$ cat config.mk
export PLATFORM = sky130hd
export DESIGN_NAME = pic_scan_ctrl
export DESIGN_NICKNAME = d
export VERILOG_FILES = /design/src/rtl/pic_scan_pkg.sv /design/src/rtl/pic_scan_ctrl_shifter.sv /design/src/rtl/pic_scan_ctrl.sv
export SDC_FILE = /design/constraint.sdc
export NUM_CORES = 1
export LEC_CHECK = 0
export BUFFER_PORTS_ARGS = -buffer_cell sky130_fd_sc_hd__buf_4
export CAP_MARGIN = 20
export CORE_AREA = 2 2 142 214
export CTS_CLUSTER_SIZE = 40
export DETAILED_ROUTE_END_ITERATION = 7
export DIE_AREA = 0 0 144 216
export RECOVER_POWER = 50
export SETUP_SLACK_MARGIN = 0.1
export SLEW_MARGIN = 5
export SYNTH_ARGS = -nofsm -noshare
export SYNTH_HDL_FRONTEND = slang
export SYNTH_SLANG_ARGS = --single-unit
$ cat constraint.sdc
create_clock -name clk -period 4.6 [get_ports clk]
set_clock_uncertainty 0.05 [all_clocks]
set_input_delay 0.23 -clock clk [delete_from_list [all_inputs] [get_ports clk]]
set_output_delay 0.23 -clock clk [all_outputs]
set_load 0.005 [all_outputs]
$ cat src/rtl/pic_scan_pkg.sv
// -----------------------------------------------------------------------------
// pic_scan_pkg
// Shared definitions for the picture scan controller:
//   - ROW_W / COL_W     : widths of the row address and column index
//   - DEF_ROWS/DEF_COLS : default frame geometry
//   - scan_state_t      : scan controller state encoding
// Optional feature macro used by the top: PIC_SCAN_INVERT_EN.
// -----------------------------------------------------------------------------
package pic_scan_pkg;

  localparam int ROW_W    = 9;
  localparam int COL_W    = 8;
  localparam int DEF_ROWS = 320;
  localparam int DEF_COLS = 240;

  typedef enum logic [2:0] {
    IDLE  = 3'd0,
    FETCH = 3'd1,
    LOAD  = 3'd2,
    SHIFT = 3'd3,
    DONE  = 3'd4
  } scan_state_t;

endpackage

$ cat src/rtl/pic_scan_ctrl_shifter.sv
// -----------------------------------------------------------------------------
// pic_row_shifter
// Holds one picture row and presents it one pixel at a time, MSB first.
// Ports:
//   clk, rst   : clock, synchronous active-high reset
//   load       : capture row_word, restart at column 0
//   shift_en   : advance to the next column (ignored on the last column)
//   row_word   : COLS-bit row to capture
//   msb        : current pixel (shift-register MSB)
//   col        : current column index
//   last_col   : current column is COLS-1
// COLS must be at least 2.
// -----------------------------------------------------------------------------
module pic_row_shifter
  import pic_scan_pkg::*;
#(
  parameter int COLS = DEF_COLS
) (
  input  logic             clk,
  input  logic             rst,
  input  logic             load,
  input  logic             shift_en,
  input  logic [COLS-1:0]  row_word,
  output logic             msb,
  output logic [COL_W-1:0] col,
  output logic             last_col
);

  logic [COLS-1:0]  sr_r;
  logic [COL_W-1:0] col_r;
  logic             last_r;

  // Row shift register, column counter and registered last-column flag.
  always_ff @(posedge clk) begin
    if (rst) begin
      sr_r   <= '0;
      col_r  <= '0;
      last_r <= 1'b0;
    end else if (load) begin
      sr_r   <= row_word;
      col_r  <= '0;
      last_r <= 1'b0;
    end else if (shift_en && !last_r) begin
      sr_r   <= {sr_r[COLS-2:0], 1'b0};
      col_r  <= col_r + COL_W'(1);
      // The flag is set as we step onto column COLS-1, so the counter
      // can never advance past it.
      last_r <= (col_r == COL_W'(COLS-2));
    end
  end

  assign msb      = sr_r[COLS-1];
  assign col      = col_r;
  assign last_col = last_r;

endmodule

$ cat src/rtl/pic_scan_ctrl.sv
// -----------------------------------------------------------------------------
// pic_scan_ctrl
// Scans a picture RAM row by row and streams its pixels over a valid/ready
// handshake, one pixel per accepted transfer.
// Ports:
//   clk, rst    : clock, synchronous active-high reset (aborts the frame)
//   start       : one-cycle request for a frame scan (ignored while busy)
//   row_addr    : row address to the picture RAM (holds last row after frame)
//   row_data    : combinational row word for row_addr
//   pix_valid   : pixel present on pix_data / pix_x / pix_y
//   pix_ready   : downstream accepts the pixel
//   pix_data    : pixel value (1 = white, or 1 = black when inverted)
//   pix_x/pix_y : column / row of the current pixel
//   busy        : frame scan in progress
//   frame_done  : one-cycle pulse after the last pixel was accepted
// Build option: define PIC_SCAN_INVERT_EN to output inverted pixels.
// -----------------------------------------------------------------------------
module pic_scan_ctrl
  import pic_scan_pkg::*;
#(
  parameter int ROWS = DEF_ROWS,
  parameter int COLS = DEF_COLS
) (
  input  logic             clk,
  input  logic             rst,
  input  logic             start,
  output logic [ROW_W-1:0] row_addr,
  input  logic [COLS-1:0]  row_data,
  output logic             pix_valid,
  input  logic             pix_ready,
  output logic             pix_data,
  output logic [COL_W-1:0] pix_x,
  output logic [ROW_W-1:0] pix_y,
  output logic             busy,
  output logic             frame_done
);

`ifdef PIC_SCAN_INVERT_EN
  localparam logic INV = 1'b1;
`else
  localparam logic INV = 1'b0;
`endif

  scan_state_t      state_r;
  logic [ROW_W-1:0] row_r;
  logic             pix_valid_r;
  logic             busy_r;
  logic             frame_done_r;

  logic             load_s;
  logic             xfer_s;
  logic             shift_en_s;
  logic             last_col_s;
  logic             msb_s;
  logic [COL_W-1:0] col_s;
  logic [COLS-1:0]  row_word_s;

  // Handshake decode and shifter controls.
  always_comb begin
    load_s     = (state_r == LOAD);
    xfer_s     = pix_valid_r & pix_ready;
    shift_en_s = xfer_s & ~last_col_s;
    // Inverting at capture time keeps pix_data a plain flop output whose
    // reset value is 0 in both build flavours.
    row_word_s = row_data ^ {COLS{INV}};
  end

  pic_row_shifter #(
    .COLS (COLS)
  ) u_shifter (
    .clk      (clk),
    .rst      (rst),
    .load     (load_s),
    .shift_en (shift_en_s),
    .row_word (row_word_s),
    .msb      (msb_s),
    .col      (col_s),
    .last_col (last_col_s)
  );

  // Scan state machine with registered handshake and status outputs.
  always_ff @(posedge clk) begin
    if (rst) begin
      state_r      <= IDLE;
      row_r        <= '0;
      pix_valid_r  <= 1'b0;
      busy_r       <= 1'b0;
      frame_done_r <= 1'b0;
    end else begin
      case (state_r)
        IDLE: begin
          pix_valid_r  <= 1'b0;
          frame_done_r <= 1'b0;
          if (start) begin
            state_r <= FETCH;
            row_r   <= '0;
            busy_r  <= 1'b1;
          end
        end
        FETCH: begin
          // row_addr is already driven from row_r; this cycle lets the RAM settle.
          state_r <= LOAD;
        end
        LOAD: begin
          state_r     <= SHIFT;
          pix_valid_r <= 1'b1;
        end
        SHIFT: begin
          if (xfer_s && last_col_s) begin
            pix_valid_r <= 1'b0;
            if (row_r == ROW_W'(ROWS-1)) begin
              state_r      <= DONE;
              frame_done_r <= 1'b1;
            end else begin
              state_r <= FETCH;
              row_r   <= row_r + ROW_W'(1);
            end
          end
        end
        DONE: begin
          // start is not looked at here, so a request in this cycle is dropped.
          state_r      <= IDLE;
          frame_done_r <= 1'b0;
          busy_r       <= 1'b0;
        end
        default: begin
          state_r      <= IDLE;
          pix_valid_r  <= 1'b0;
          busy_r       <= 1'b0;
          frame_done_r <= 1'b0;
        end
      endcase
    end
  end

  assign row_addr   = row_r;
  assign pix_y      = row_r;
  assign pix_x      = col_s;
  assign pix_data   = msb_s;
  assign pix_valid  = pix_valid_r;
  assign busy       = busy_r;
  assign frame_done = frame_done_r;

endmodule

==> results.toml <==
[outcome]
outcome = "finished, violations left"
violations = "capacitance limit, slew limit"

[sta]
max_freq_ghz = 0.315
layout_setup_ws_ns = 1.43
maxSlewHeadroom_pct = -38.4
fin_setup_tns_ns = 0
rsz0062_at_grt = "no"
final-hold-violation-count = 0
slew_violations = 341
tightestPinTransition_ns = 2.08
finalSetupViolCount = 0
period_share_pct = 69.0
fin_crit_ns = 3.17

[critical_path]
cp_max_fo = 10
crit_path_start_kind = "flip-flop"
max_stage_delay_ns = 1.54
cp_num_buf_inv = 0
path_depth = 5
crit_family = "compound AO/OA/AOI/OAI gates"
slowest_stage = "o311ai_0"
path_class = "flip-flop to flip-flop"
critPathCaptureType = "flip-flop"
worstPathArrival_ns = 3.56
reg2reg_depth = 5
cp_cell_sequence = "ha_1 > nand3b_1 > o311ai_0 > nand2_2 > a311oi_1"
worst_ep_required_time_ns = 4.98

[power_and_ir_drop]
pwr-share-clk_pct = 38.3
switching_share_pct = 25.8
total_leakage_power_nw = 6.26
ir_drop_v = 0.000303
sequentialPowerShare_pct = 46.2
p_int_w = 0.00421
p_per_area_mw_per_mm2 = 339
pwr-share-comb_pct = 15.5
p_switching_w = 0.00146

[route]
antenna_left = 0
drt_iter0_drc = 717
routed_wl_mm = 34.3
drt_pass1_iterations = 7
vias = 12100
wl_per_cell_um = 14.8
drc = 0
via_per_inst = 5.24

[worst_hold_path]
min_path_type = "input port to flip-flop"
whs_path_depth = 5

[yosys]
syn_area_mm2 = 0.0116
synth_ff_type = "dfxtp_1"
synth.distinct_cells = 45
synth_seq_area_share_pct = 45.7
synth_edf_count = 0
ys_seq_elements = 264
synth_fp_nets = 1738
synth_async_sr_flop_share_pct = 0
avgSynthCellArea_um2 = 7.75
synth_cells = 1491
yosysWarnings = 0

[clock_tree]
clockBufferDepth = 3
cts-buffers-inserted = 28
postCtsHoldBufs = 241
clk_latency_ns = 0.55
root_buffer = "clkbuf_16"
post_cts_resized = 0
h-tree-depth = 1
post_cts_buffers = 0
cts_tree = "built"
clkSinkCount = 264
path_clk_slew_ns = 0.06

[global_routing]
grt_pass1_vias = 11600
grt_usage_pct = 21.1
grt_max_degree = 189
grt_pass1_wl_mm = 55.5
overflow = 0
antenna_found_initial = 3

[floorplan]
rows = 77
die_w_um = 144
ioPinCount = 274
core_mm2 = 0.0292
die_h_um = 216
dieArea_mm2 = 0.0311
start_util_pct = 39.6

[layout]
multi_input_comb_area_mm2 = 0.00554
regArea_mm2 = 0.00529
drive_above_1_share_pct = 16.5
area_growth_pct = 44.7
final_nets = 2141
fillers = 2605

[place]
post-place-ws_ns = 2.13
dp_hpwl_mm = 19.3
place.port_buffers = 273
place_congestion = 0.793

[job]
drv_cap = 4
==> per-stage QoR <==
step / cell area, um2 / hold slack, ns / instances / util [%] / total power, W
global placement: 13500 / 0.409 / 2018 / 46.3 / 0.00337
finish: 16700 / 0.0644 / 2312 / 57.3 / 0.00567
global route: 16700 / 0.0849 / 2312 / 57.3 / 0.00595
floorplan: 11600 / 0.353 / 1491 / - / 0.00310
CTS: 16800 / 0.0491 / 2309 / 57.6 / 0.00573
detailed placement: 13500 / 0.414 / 2018 / 46.3 / 0.00337
==> metal layers <==
metal	track usage, %	routed length (um)	vias to the layer above
met1	27.6	14900	5697
met5	0	0	-
met4	8.33	1270	0
li1	-	-	5996
met3	3.46	1940	82
met2	34.6	16200	346
==> power groups by stage <==
stage	clock (W)	sequential [W]	combinational (W)
detailed placement	0	0.00266	0.000711
global route	0.00232	0.00265	0.000979
floorplan	0	0.00264	0.000468
global placement	0	0.00267	0.000700
finish	0.00217	0.00262	0.000880
CTS	0.00223	0.00262	0.000881
==> sequential cells by signal, summed over array words and instances (netlist names) <==
register	count
u_shifter.last_col	1
state_r	3
u_shifter.sr_r	240
u_shifter.col	8
pix_y	9
busy	1
frame_done	1
pix_valid	1
==> placed cells by master (no fill, tap or decap), types with 4 or more instances in the layout <==
master	n
nand2_1	496
dfxtp_1	264
nor2_1	253
buf_4	246
dlygate4sd3_1	241
a311oi_1	240
clkbuf_16	29
clkbuf_1	23
clkbuf_4	15
nand3_1	13
clkinv_2	7
a21oi_1	6
clkbuf_8	6
nor3_1	4
o21ai_0	4
nand4_1	4
xor2_1	4
==> worst min-delay path, cell delays in order <==
cell,delay (ns)
buf_4,0.13
nand4_1,0.09
nor4_1,0.05
nor2_1,0.08
nor2_1,0.04
==> cell type report <==
| cell class | instances | area share [%] |
|---|---|---|
| diodes | 3 | 0.0449 |
| well taps | 395 | 2.95 |
| inverters | 3 | 0.0673 |
| clock inverters | 9 | 0.299 |
| repair buffers | 524 | 27.0 |
| clock buffers | 41 | 4.97 |
| multi-input cells | 1073 | 33.1 |
| flip-flops and latches | 264 | 31.6 |
==> path summary, 6_finish.rpt <==
check	from	endpoint	slack, ns
worst max-delay path	pix_y[1]	pix_y[6]	1.43
worst min-delay path	pix_ready	u_shifter.last_col	0.06
worst max register to register	pix_y[1]	pix_y[6]	1.43
worst min register to register	u_shifter.sr_r[47]	u_shifter.sr_r[48]	0.41
==> cell usage after synthesis, types with 4 or more instances <==
| master | count | share of area (%) |
|---|---|---|
| clkbuf_1 | 71 | 2.3 |
| buf_4 | 14 | 0.91 |
| xor2_1 | 4 | 0.30 |
| nand4_1 | 4 | 0.22 |
| nand3_1 | 13 | 0.56 |
| dfxtp_1 | 264 | 46 |
| nor3_1 | 4 | 0.17 |
| o21ai_0 | 4 | 0.17 |
| a311oi_1 | 240 | 18 |
| nand2_1 | 496 | 16 |
| a21oi_1 | 6 | 0.26 |
| nor2_1 | 253 | 8.2 |
| buf_2 | 64 | 2.8 |
==> kinds of logic after synthesis <==
logic type,synth area share (%)
AND/OR/NAND/NOR,27.0
AO/OA/AOI/OAI,20.2
XOR/XNOR,0.455
buffers and inverters,6.28
adder cells (fa/ha/maj),0.325
flip-flops,45.7
Note: power is estimated with default switching activity, not from simulation.
